[src/rtl/id_stage.sv]
// id_stage: LA32R decode stage with one-entry pipeline register, register-file read
// and branch resolution feeding a redirect back to fetch.
module id_stage #(
    parameter logic [31:0] RESET_PC = 32'h1C000000,
    parameter int          ALU_OP_W = 4
) (
    input  logic                clk,
    input  logic                reset,
    input  logic [63:0]         in_bus,
    input  logic                in_valid,
    output logic                in_ready,
    output logic [4:0]          rf_raddr1,
    output logic [4:0]          rf_raddr2,
    input  logic [31:0]         rf_rdata1,
    input  logic [31:0]         rf_rdata2,
    input  logic                hazard_stall,
    output logic                is_branch,
    output logic                flush,
    output logic [31:0]         dnpc,
    output logic                out_valid,
    input  logic                out_ready,
    output logic [31:0]         out_pc,
    output logic [ALU_OP_W-1:0] out_alu_op,
    output logic [31:0]         out_src1,
    output logic [31:0]         out_src2,
    output logic [31:0]         out_st_data,
    output logic [4:0]          out_rd,
    output logic                out_rf_we,
    output logic                out_mem_re,
    output logic                out_mem_we,
    output logic                out_illegal
);
    logic        valid_q;
    logic [63:0] bus_q;
    logic [31:0] pc, inst, sext12, off16, off26, target;
    logic        out_fire, capture, taken, eq;
    logic        i_add, i_sub, i_addi, i_ld, i_st, i_lu12i, i_b, i_bl, i_beq, i_bne, i_jirl;
    assign pc       = bus_q[63:32];
    assign inst     = bus_q[31:0];
    assign out_fire = out_valid & out_ready;
    assign in_ready = ~valid_q | out_fire;
    assign capture  = in_valid & in_ready & ~flush;
    assign out_valid = valid_q & ~hazard_stall;
    always_ff @(posedge clk) begin
        if (!reset) begin
            valid_q <= 1'b0;
            bus_q   <= '0;
        end else if (capture) begin
            valid_q <= 1'b1;
            bus_q   <= in_bus;
        end else if (out_fire) begin
            valid_q <= 1'b0;
        end
    end
    assign i_add   = inst[31:15] == 17'h20;
    assign i_sub   = inst[31:15] == 17'h22;
    assign i_addi  = inst[31:22] == 10'h00A;
    assign i_ld    = inst[31:22] == 10'h0A2;
    assign i_st    = inst[31:22] == 10'h0A6;
    assign i_lu12i = inst[31:25] == 7'h0A;
    assign i_b     = inst[31:26] == 6'h14;
    assign i_bl    = inst[31:26] == 6'h15;
    assign i_beq   = inst[31:26] == 6'h16;
    assign i_bne   = inst[31:26] == 6'h17;
    assign i_jirl  = inst[31:26] == 6'h13;
    assign sext12 = {{20{inst[21]}}, inst[21:10]};
    assign off16  = {{14{inst[25]}}, inst[25:10], 2'b00};
    assign off26  = {{4{inst[9]}}, inst[9:0], inst[25:10], 2'b00};
    assign rf_raddr1 = inst[9:5];
    // stores and compares read rd through port 2 instead of rk
    assign rf_raddr2 = (i_st | i_beq | i_bne) ? inst[4:0] : inst[14:10];
    assign eq     = rf_rdata1 == rf_rdata2;
    assign taken  = i_b | i_bl | i_jirl | (i_beq & eq) | (i_bne & ~eq);
    assign target = (i_jirl ? rf_rdata1 : pc) + ((i_b | i_bl) ? off26 : off16);
    assign is_branch = out_fire & taken;
    assign flush     = is_branch;
    assign dnpc      = valid_q ? target : RESET_PC;
    always_comb begin
        out_pc      = valid_q ? pc : RESET_PC;
        out_alu_op  = i_sub ? ALU_OP_W'(1) : (i_lu12i | i_bl | i_jirl) ? ALU_OP_W'(2) : ALU_OP_W'(0);
        out_src1    = rf_rdata1;
        out_src2    = (i_addi | i_ld | i_st) ? sext12 :
                      i_lu12i ? {inst[24:5], 12'b0} :
                      (i_bl | i_jirl) ? pc + 32'd4 : rf_rdata2;
        out_st_data = rf_rdata2;
        out_rd      = i_bl ? 5'd1 : inst[4:0];
        out_rf_we   = i_add | i_sub | i_addi | i_ld | i_lu12i | i_bl | i_jirl;
        out_mem_re  = i_ld;
        out_mem_we  = i_st;
        out_illegal = ~(i_add | i_sub | i_addi | i_ld | i_st | i_lu12i | i_b | i_bl | i_beq | i_bne | i_jirl);
    end
endmodule

[config.mk]
export PLATFORM = sky130hd
export DESIGN_NAME = id_stage
export DESIGN_NICKNAME = d
export VERILOG_FILES = /design/src/rtl/id_stage.sv
export SDC_FILE = /design/constraint.sdc
export NUM_CORES = 1
export LEC_CHECK = 0
export ABC_AREA = 0
export BUFFER_PORTS_ARGS = -buffer_cell sky130_fd_sc_hd__buf_2
export CAP_MARGIN = 25
export CORE_ASPECT_RATIO = 1.2
export CORE_MARGIN = 4
export CORE_UTILIZATION = 54
export CTS_BUF_LIST = sky130_fd_sc_hd__clkbuf_8 sky130_fd_sc_hd__clkbuf_16
export DETAILED_ROUTE_END_ITERATION = 7
export GPL_TIMING_DRIVEN = 0
export PLACE_DENSITY = 0.95
export SYNTH_ARGS = -nofsm -noshare
export SYNTH_HDL_FRONTEND = slang
export SYNTH_SLANG_ARGS = --single-unit
export TNS_END_PERCENT = 5
[constraint.sdc]
create_clock -name clk -period 5.4 [get_ports clk]
set_input_delay 0.54 -clock clk [delete_from_list [all_inputs] [get_ports clk]]
set_output_delay 0.54 -clock clk [all_outputs]
set_load 0.05 [all_outputs]
=== After elaboration in Yosys (flattened, before gate mapping) ===
Cells that the tools add are included.

* Reduce and logical (&&, ||, !) cells: 1
* Muxes and demuxes: 13
* Equality and inequality tests: 12
* Bitwise operators: 37
* Add/sub/neg operators: 2

{| class="wikitable"
|+ Operator list
! operator !! count
|-
| $mux W32 || 7
|-
| $eq A17 B6 Y1 const B || 2
|-
| $add A32 B3 Y32 const B || 1
|-
| $add A32 B32 Y32 || 1
|-
| $eq A32 B32 Y1 || 1
|-
| $eq A6 B5 Y1 const B || 5
|-
| $or A1 B1 Y1 || 25
|-
| $eq A10 B8 Y1 const B || 2
|-
| $eq A10 B4 Y1 const B || 1
|-
| $mux W5 || 2
|-
| $and A1 B1 Y1 || 7
|-
| $eq A7 B4 Y1 const B || 1
|-
| $not A1 Y1 || 5
|-
| $mux W2 || 2
|-
| $mux W1 || 2
|-
| $reduce_bool A2 Y1 || 1
|}

* Register bits: 65
* Word-level logic and storage cells: 67
* Output and inout bits: 187

=== Logic depth before layout (Yosys ltp) ===
* Depth in word-level cells: 12
* Depth in mapped cells: 17

=== Worst setup path before layout ===
Ideal clock, no wire load.

* Path kind: reg-to-output
* Start point: register bus_q[29]
* End point: output dnpc[30]
* Stages on the path, launching flop included: 17
* Path buffers: 2
* Path slack: 893 ps
* Arrival: 3967 ps
* Data required time: 4860 ps
* Cell sequence: dfxtp_1 > nor2_1 > nand2_1 > or3_1 > clkbuf_1 > clkbuf_1 > nand2_1 > nand2_1 > ha_1 > fa_1 > nand3_1 > a2111oi_2 > nor4b_2 > nor3_1 > a311o_1 > o21ai_0 > mux2i_1

* Cells in the longest elaborated chain, start to end: 5

{| class="wikitable"
|+ Ends and longest elaborated chain
! what !! RTL line !! source
|-
| start: declaration || 34 || <nowiki>logic [63:0] bus_q;</nowiki>
|-
| start signal: assignment || 50 || <nowiki>bus_q <= in_bus;</nowiki>
|-
| $eq A6 B5 Y1 (on tied branches) || 61, 62 ||
|-
| $or A1 B1 Y1 || 74 || <nowiki>assign target = (i_jirl ? rf_rdata1 : pc) + ((i_b | i_bl) ? off26 : off16);</nowiki>
|-
| $mux W32 || 74 ||
|-
| $add A32 B32 Y32 * || 74 ||
|-
| $mux W32 * || 77 || <nowiki>assign dnpc = valid_q ? target : RESET_PC;</nowiki>
|-
| end: declaration || 19 || <nowiki>output logic [31:0] dnpc,</nowiki>
|}

Mark *: on every way between the ends. The rest lies on a longest branch, timed or not.

=== Final worst setup path ===
* Start point: register bus_q[29]
* End point: output dnpc[26]

Same word-level chain as after synthesis.

==> impl_metrics.csv <==
group,metric,value,unit
worst_setup_path,cp_common_cell,"nand2_1",
grt,antenna_found_initial,1,
cts,h-tree-depth,3,
pwr,p_leak,5.11,nW
floorplan,io_pins,320,
route,drt-total-wl,32700,um
worst_setup_path,end_kind,"output port",
floorplan,start_util,56.0,%
place,place_hpwl,26300,um
sta,min_period,5180,ps
pwr,power.density,220,nW/um^2
floorplan,die_x,116,um
cts,path_clk_slew,60,ps
sta,relSlewSlack,51.2,%
cts,cts_tree,"yes",
route,drc,0,
yosys,yosysSeqAreaShare,17.3,%
flow_run,drv_cap,0,
final_layout,areaGrowthSynthToFinish,28.0,%
cts,postCtsSetupRepairBufs,0,
pwr,peakVddDrop,0.199,mV
yosys,synth_seq_cells,65,
cts,worst_skew_pair.late_latency,340,ps
worst_hold_path,hp-start,"in_bus[37]",
yosys,synth_simple_gate_area_share,29.0,%
yosys,ys_warn_count,0,
place,port_buffers,316,
final_layout,final_common_cell,"buf_2",
sta,finalClockSkew,9.47,ps
worst_setup_path,regToRegSetupSlack,3110,ps
floorplan,rows,46,
grt,grt_pass1_vias,8652,
worst_setup_path,worstPathBufferInverterCount,4,
floorplan,core_area,13400,um^2
worst_setup_path,cp.arrival,4640,ps
cts,tritoncts.num_buffers,9,
worst_setup_path,path_cells,"nor2_1 > nand2_1 > or3_1 > clkbuf_1 > clkbuf_2 > clkbuf_1 > nand2_1 > nand2_1 > ha_1 > nand2_1 > o21ai_0 > nor4b_2 > nor3_1 > a311o_1 > a31oi_1 > mux2_1 > buf_2",
sta,fin_tns_setup,0,ps
worst_setup_path,r2r_cells,10,
grt,use_met3,7.43,%
route,wl_per_cell,20.7,um
yosys,syn_inst,1076,
cts,clock_tree.buffer_depth,2,
worst_setup_path,cp_max_fo,10,
yosys,avgSynthCellArea,6.98,um^2
yosys,synth_xor_area_share,9.44,%
place,place_area,9310,um^2
worst_setup_path,cp_top_family,"simple AND/OR/NAND/NOR gates",
route,vias,9414,
yosys,synthArstFlopShare,0,%
floorplan,die_area,15900,um^2
yosys,synthMuxAreaShare,10.5,%
worst_hold_path,hold_class,"in2reg",
grt,track_usage,38.9,%
sta,tightest_slew,732,ps
final_layout,drive_above_1_share,31.5,%
grt,top_usage_layer,"met2",
yosys,synth_compound_area_share,15.2,%
route,vias_per_cell,5.97,
worst_setup_path,critical_path.slowest_cell,"a311o_1",
yosys,netlist_area,7510,um^2
yosys,ys_types,61,
cts,postCtsHoldBufs,0,
cts,cts_sinks,65,
worst_setup_path,start_kind,"flop",
yosys,synthAdderAreaFrac,6.43,%
final_layout,fin_nets,1575,
sta,whs,441,ps
worst_hold_path,hold_depth,3,
sta,fin_crit_sh,95.9,%
pwr,p_total,2.12,mW
grt,grt_first_pass_wirelength,47500,um
sta,hold_viol,0,
place,gp_congestion,1.07,
sta,maxSlewViolCount,0,
sta,rsz0062_at_grt,"false",
worst_hold_path,hold_end,"bus_q[37]",
worst_setup_path,reg2reg_to,"bus_q[27]",
cts,clockRootBuffer,"clkbuf_16",
floorplan,die_h,137,um
yosys,synth_edf_count,0,
run_status,outcome,"completed",
yosys,synth_top_family_by_area,"simple AND/OR/NAND/NOR gates",
grt,use_met1,49.6,%
worst_setup_path,cp.required,4860,ps
route,firstDrtPassIters,8,
route,ant_nets,0,
grt,grt_max_degree,12,
sta,max_freq,193,MHz
grt,grt_overflow,0,
sta,setup_viol,0,
final_layout,layout_common_cells,"buf_2 (328), nand2_1 (278), buf_4 (73), mux2i_1 (70), dfxtp_1 (65)",
grt,use_met2,62.5,%
worst_setup_path,critPathMaxStageDelay,470,ps
worst_setup_path,r2r-start,"bus_q[29]",
final_layout,final_design_area_no_fill,9620,um^2
worst_setup_path,crit_type,"reg2out",
route,drtIter0Drc,1317,
yosys,synth_top_flop_cell,"dfxtp_1",
cts,cts_resized,0,
power by group:
group / switching [mW] / total [mW] / internal (mW) / leakage, nW
sequential: 0.0732 / 0.589 / 0.516 / 0.535
clock: 0.233 / 0.599 / 0.367 / 0.146
combinational: 0.642 / 0.929 / 0.288 / 4.43
total: 0.947 / 2.12 / 1.17 / 5.11
registers in the layout (all words and copies together) (netlist names):
signal and flops:
bus_q 64, valid_q 1
Yosys cell counts (2+ instances only):
cell type  count  share of area, %
nand4_1       11              0.92
or3_1          3              0.25
nand2b_1      13               1.1
o22ai_1        3              0.25
buf_6          7               1.0
o211ai_1       3              0.30
xnor2_1       26               3.0
nand2_1      278                14
a41oi_1        2              0.23
nor4b_1        2              0.23
nor3b_1        2              0.20
a21oi_1       58               3.9
dfxtp_1       65                17
a31oi_1       13               1.1
o21a_1         8              0.80
ha_1          37               6.2
xor2_1        55               6.4
buf_2         12              0.80
a31o_2         2              0.23
a21o_1        29               2.9
nor2b_1        2              0.17
o21bai_1       3              0.30
mux2i_1       70               9.3
and4_1         4              0.47
nor3_1        14              0.93
a221o_1        3              0.40
inv_1         15              0.75
o21ai_0       38               2.5
a221oi_1       5              0.58
buf_1          4              0.20
nand3_1       27               1.8
clkbuf_1      37               1.8
nor4_1        11              0.92
nor2_1        54               2.7
buf_4         73               7.3
mux2_2         7               1.0
and3_1        15               1.2
a22oi_1        3              0.30
or2_2          2              0.17
and2_1        39               3.2
worst min-delay path, stage by stage:
cell     delay, ps
buf_2           90
nand2_1         40
mux2i_1         60
how the worst max path moves through the flow:
| stage | end | depth (start not counted) | startpoint | slack (ps) |
|---|---|---|---|---|
| floorplan | dnpc[30] | 16 | bus_q[29] | 890 |
| global placement | dnpc[26] | 15 | bus_q[29] | 620 |
| detailed placement | dnpc[26] | 15 | bus_q[29] | 630 |
| CTS | dnpc[26] | 15 | bus_q[29] | 230 |
| global route | dnpc[26] | 17 | bus_q[29] | 60 |
| finish | dnpc[26] | 17 | bus_q[29] | 220 |
per-layer routing:
metal	up-vias	wire [um]	share of wire [%]
met2	753	14800	45
met4	0	2030	6.2
met3	176	4020	12
met1	4251	11900	36
met5	-	0	0
li1	4234	-	-
logic make-up after synthesis:
group / count (synthesis)
other cells: 1
buf+inv: 150
compound gates: 181
fa+ha+maj: 38
simple gates: 482
xor+xnor: 81
flops: 65
mux: 78
final cells by class:
type                            count  area [um^2]
Multi-Input combinational cell    862         5320
Fill cell                        1119         3790
Timing Repair Buffer              316         1580
Sequential cell                    65         1300
Buffer                            134          847
Clock buffer                       10          239
Tap cell                          168          210
Inverter                           16         60.1
Clock inverter                      6         58.8
Antenna cell                        1         2.50
stage by stage:
step                      setup WS [ps]  cells  util [%]
after global routing               64.8   1578      71.7
after CTS                           228   1577      71.6
after detailed placement            628   1561      69.4
after global placement              620   1561      69.4
final                               221   1578      71.7
after floorplan                     893   1077         -
Note: power is estimated with default switching activity, not from simulation.
